$ cat src/rtl/demux1hot8_stream.sv
// demux1hot8_stream: one-entry registered 1-to-8 stream demultiplexer.
// One valid/ready producer feeds eight valid/ready consumers. A one-hot
// select steers each beat. Beats with an illegal select are dropped,
// pulse err and bump a saturating counter.
`timescale 1ns/1ps

module demux1hot8_stream #(
  parameter int unsigned WIDTH = 1,
  parameter int unsigned ERRW  = 8
) (
  input  logic             clk,
  input  logic             rst,
  input  logic             in_valid,
  output logic             in_ready,
  input  logic [WIDTH-1:0] in_data,
  input  logic [7:0]       in_sel,
  output logic [7:0]       out_valid,
  input  logic [7:0]       out_ready,
  output logic [WIDTH-1:0] out_data,
  output logic             err,
  output logic [ERRW-1:0]  err_cnt
);

  localparam int unsigned LANES = 8;

  typedef enum logic {
    S_EMPTY = 1'b0,
    S_FULL  = 1'b1
  } state_t;

  state_t             r_state;
  state_t             w_state_nxt;
  logic [WIDTH-1:0]   r_data;
  logic [LANES-1:0]   r_dst;
  logic               r_err;
  logic [ERRW-1:0]    r_err_cnt;

  logic               w_full;
  logic               w_drain;
  logic               w_accept;
  logic               w_sel_legal;
  logic               w_load;
  logic               w_drop;
  logic               w_cnt_sat;

  // Exactly one select bit set: non-zero and clearing the lowest set bit leaves zero.
  assign w_sel_legal = (in_sel != LANES'(0)) &&
                       ((in_sel & (in_sel - LANES'(1))) == LANES'(0));

  // Handshake terms; only the selected lane's ready can drain the buffer.
  assign w_full   = (r_state == S_FULL);
  assign w_drain  = w_full && (|(r_dst & out_ready));
  assign in_ready = !w_full || w_drain;
  assign w_accept = in_valid && in_ready;

  assign w_cnt_sat = (r_err_cnt == {ERRW{1'b1}});

  // State register.
  always_ff @(posedge clk) begin
    if (rst) begin
      r_state <= S_EMPTY;
    end else begin
      r_state <= w_state_nxt;
    end
  end

  // Next-state decode plus load/drop strobes for the datapath.
  always_comb begin
    w_state_nxt = r_state;
    w_load      = 1'b0;
    w_drop      = 1'b0;
    unique case (r_state)
      S_EMPTY: begin
        if (w_accept) begin
          if (w_sel_legal) begin
            w_state_nxt = S_FULL;
            w_load      = 1'b1;
          end else begin
            w_drop      = 1'b1;
          end
        end
      end
      S_FULL: begin
        if (w_drain) begin
          if (w_accept && w_sel_legal) begin
            w_state_nxt = S_FULL;
            w_load      = 1'b1;
          end else begin
            w_state_nxt = S_EMPTY;
            w_drop      = w_accept;
          end
        end
      end
      default: begin
        w_state_nxt = S_EMPTY;
      end
    endcase
  end

  // Payload and destination register; destination clears when the buffer empties
  // so out_valid is a direct register output.
  always_ff @(posedge clk) begin
    if (rst) begin
      r_data <= '0;
      r_dst  <= '0;
    end else if (w_load) begin
      r_data <= in_data;
      r_dst  <= in_sel;
    end else if (w_state_nxt == S_EMPTY) begin
      r_dst  <= '0;
    end
  end

  // Drop reporting: one-cycle err pulse and saturating drop counter.
  always_ff @(posedge clk) begin
    if (rst) begin
      r_err     <= 1'b0;
      r_err_cnt <= '0;
    end else begin
      r_err <= w_drop;
      if (w_drop && !w_cnt_sat) begin
        r_err_cnt <= r_err_cnt + ERRW'(1);
      end
    end
  end

  assign out_valid = r_dst;
  assign out_data  = r_data;
  assign err       = r_err;
  assign err_cnt   = r_err_cnt;

endmodule
$ cat config.mk
export PLATFORM = sky130hd
export DESIGN_NAME = demux1hot8_stream
export DESIGN_NICKNAME = d
export VERILOG_FILES = /design/src/rtl/demux1hot8_stream.sv
export SDC_FILE = /design/constraint.sdc
export NUM_CORES = 1
export LEC_CHECK = 0
export BUFFER_PORTS_ARGS = -buffer_cell sky130_fd_sc_hd__buf_4
export CORE_ASPECT_RATIO = 1.4
export CORE_UTILIZATION = 40
export DETAILED_ROUTE_END_ITERATION = 6
export PLACE_DENSITY = 0.71
export SETUP_SLACK_MARGIN = 0.02
export SLEW_MARGIN = 15
export SYNTH_ARGS = -nofsm -noshare
export SYNTH_HDL_FRONTEND = slang
export SYNTH_SLANG_ARGS = --single-unit
$ cat constraint.sdc
create_clock -name clk -period 1.8 [get_ports clk]
set_clock_uncertainty 0.05 [all_clocks]
set_input_delay 0.18 -clock clk [delete_from_list [all_inputs] [get_ports clk]]
set_output_delay 0.18 -clock clk [all_outputs]
set_load 0.01 [all_outputs]
==> impl_results.md <==
* Min-Delay Path Depth at 2
* Worst-Margin Slew at 363.3 ps
* Post-synth EDFFs at 0
* Status: finished, violations left
* CTS root buf: clkbuf_4
* Fin. Hold Viols at 0
* Power Dens Cells at 522.2 nW/um^2
* Fillers at 195
* Min Hold Slack at 68.97 ps
* # H-tree levels at 1
* Crit start category: flip-flop
* Post-synthesis instance area at 958.4 sq um
* Final Cycle Share at 102.2%
* Leak pwr at 0.6816 nW
* TritonRoute pass-1 iters at 4
* Worst min path class: primary input to flip-flop
* Primary FF master, synth: dfxtp_1
* RR Endpoint: err_cnt[2]
* End of the worst hold path: out_valid[6]
* Reg-to-Reg Start: out_valid[6]
* Cell count of the worst reg-to-reg path at 6
* Flop2flop setup slack at -40 ps
* Residual DRC count at 0
* Yosys cell types at 41
* Clock Sinks at 19
* Worst-path fanout max at 4
* Mean post-synth cell area at 9.881 sq um
* Seq/Total Area, Yosys at 39.69%
* RSZ-0062 raised after global routing: yes
* TritonCTS clock tree: done
* Vias at 999
* # nets final at 178
* Core area at 2227 sq um
* Final WL at 2378 um
* # IOs at 39
* TritonCTS Buffers at 3
* Die area at 2599 sq um
* Clk buf depth at 2
* WS Path Type: flip-flop to flip-flop
* Clock transition at the registers of the reported paths at 110 ps
* Async S/R FF share, synth at 0%
* Hold Crit Start: in_sel[6]
* Fin cells at 178
* HPWL after DPL at 1934 um
* Mapped Nets at 118
* CP Capture Type: flip-flop
* Area grow syn2layout at 56.92%
* Skew-Pair Late Insertion Delay at 290 ps
* Inst Count DP at 174
* #FFs+latches synth at 19
* Initial Utilization at 43.03%
* Hold_buf cts at 0
* Max-cap violations at 0
* Antenna cell count at 0
* Final Slew Violations at 0
* Post-Synthesis Cells at 97
* Rows at 20
* GRT Total Usage at 19.43%
* GR Overflow Total at 0
* Final setup vio count at 3
* I/O Buffers at 38
* Req. time, crit path at 1940 ps
* Global-route wire length before repair at 3877 um
* Layout cells sized above 1 at 53.85%
* Largest net degree at the start of global routing at 19
* Vias in the first global route at 964
* Core occupancy in the finished layout at 67.53%
* Die Ht at 59.92 um
* Slew margin rel. at 75.46%
* Fmax at 543.8 MHz
* Initial antenna violation count at 0
* Gpl congestion at 0.7728
* Count of warnings emitted by yosys at 0
* Arrival @ worst endpoint at 1980 ps
* Failing checks: negative setup slack
* Die Span X at 43.37 um
* DRT iter0 DRCs at 18
* VDD IR max at 0.0003050 V
* Final antenna-violating net count at 0
* Via/cell ratio at 5.612
* WL/cell at 13.36 um
* Min setup slack post-route at -38.91 ps
* Fin crit period at 1839 ps
-- worst max-delay path by stage --
stage,startpoint,end,slack [ps]
6_report,out_valid[6],err_cnt[2],-40
5_1_grt,out_valid[6],err_cnt[2],-130
4_1_cts,out_valid[6],err_cnt[2],-90
3_5_place_dp,in_sel[2],err_cnt[3],-110
3_3_place_gp,in_sel[2],err_cnt[3],-60
2_1_floorplan,out_valid[6],err_cnt[2],30
-- sequential cells by signal, summed over array words and instances (netlist names) --
name / count
err_cnt: 8
err: 1
out_data: 1
out_valid: 8
r_state: 1
-- where the power goes --
group | internal [W] | switching (W) | total, W
clock | 0.0000826 | 0.000132 | 0.000214
sequential | 0.000428 | 0.00000384 | 0.000432
combinational | 0.0000784 | 0.0000608 | 0.000139
total | 0.000589 | 0.000196 | 0.000785
-- routing by layer --
metal  GRT usage [%]  part of all wire [%]  vias to the layer above
met4           5.357                  0.88                        0
li1                -                     -                      495
met1           19.11                    37                      472
met2           40.69                    57                       28
met3           2.417                   4.8                        4
met5               0                     0                        -
-- cells in the mapped netlist, types with 2 or more instances --
cell type	count	area, sq um
nand2_1	6	22.52
a22o_1	7	61.31
dfxtp_1	19	380.4
a21oi_1	2	10.01
nand4b_1	4	35.03
nand3_1	2	10.01
and3_1	2	12.51
nor4_1	2	12.51
a22oi_1	2	15.01
nand2b_1	2	12.51
mux2i_1	2	20.02
nor2_1	10	37.54
mux2_1	3	33.78
clkbuf_1	2	7.510
a211oi_1	2	15.01
nor2b_1	4	25.02
nor3_2	2	20.02
-- placed cells by master (no fill, tap or decap), types with 3 or more instances in the layout --
cell	netlist	routed
nand4b_1	4	4
nor2_1	10	10
dfxtp_1	19	15
nor2b_1	4	4
nand2_1	6	6
clkbuf_4	0	3
dfxtp_2	0	4
buf_4	0	55
a22o_1	7	7
-- layout make-up --
cell class	count	area (sq um)	area share, %
clock buffers	3	22.52	1.498
multi-input cells	75	624.3	41.51
flip-flops and latches	19	385.4	25.62
clock inverters	1	5.005	0.3328
inverters	1	3.754	0.2496
well taps	22	27.53	1.830
repair buffers	57	435.4	28.95
-- per-stage QoR --
stage	cell area, sq um	TNS, ps	setup WS, ps	power, W
6_report	1504	-88.23	-38.91	0.0007854
5_1_grt	1504	-839.0	-128.6	0.0008235
4_1_cts	1485	-428.7	-94.14	0.0007947
3_5_place_dp	1413	-429.8	-107.4	0.0005747
3_3_place_gp	1413	-320.2	-55.99	0.0005701
2_1_floorplan	964.7	0	30.81	0.0004898
-- cells by family after synthesis --
| family | Yosys count | share of synthesized area (%) |
|---|---|---|
| and+or+nand+nor | 47 | 33.29 |
| muxes | 6 | 6.788 |
| AOI/OAI and AO/OA | 21 | 17.76 |
| adders and majority gates | 1 | 1.305 |
| DFF | 19 | 39.69 |
| buffers and inverters | 3 | 1.175 |
-- repair_timing --
| item | 4_1_cts | 5_1_grt |
|---|---|---|
| gates cloned | 0 | 0 |
| setup endpoints to repair | 14 | 18 |
| pin swaps | 3 | 6 |
| gates resized for setup | 10 | 5 |
| buffers inserted | 0 | 1 |
-- critical path, cell delays in order, from the launching register on --
cell,delay (ps)
dfxtp_2,350
a222oi_1,350
nand3_1,180
o21ai_2,250
nor3_4,70
and3b_2,210
mux2_4,290
(Power assumes the default switching activity.)
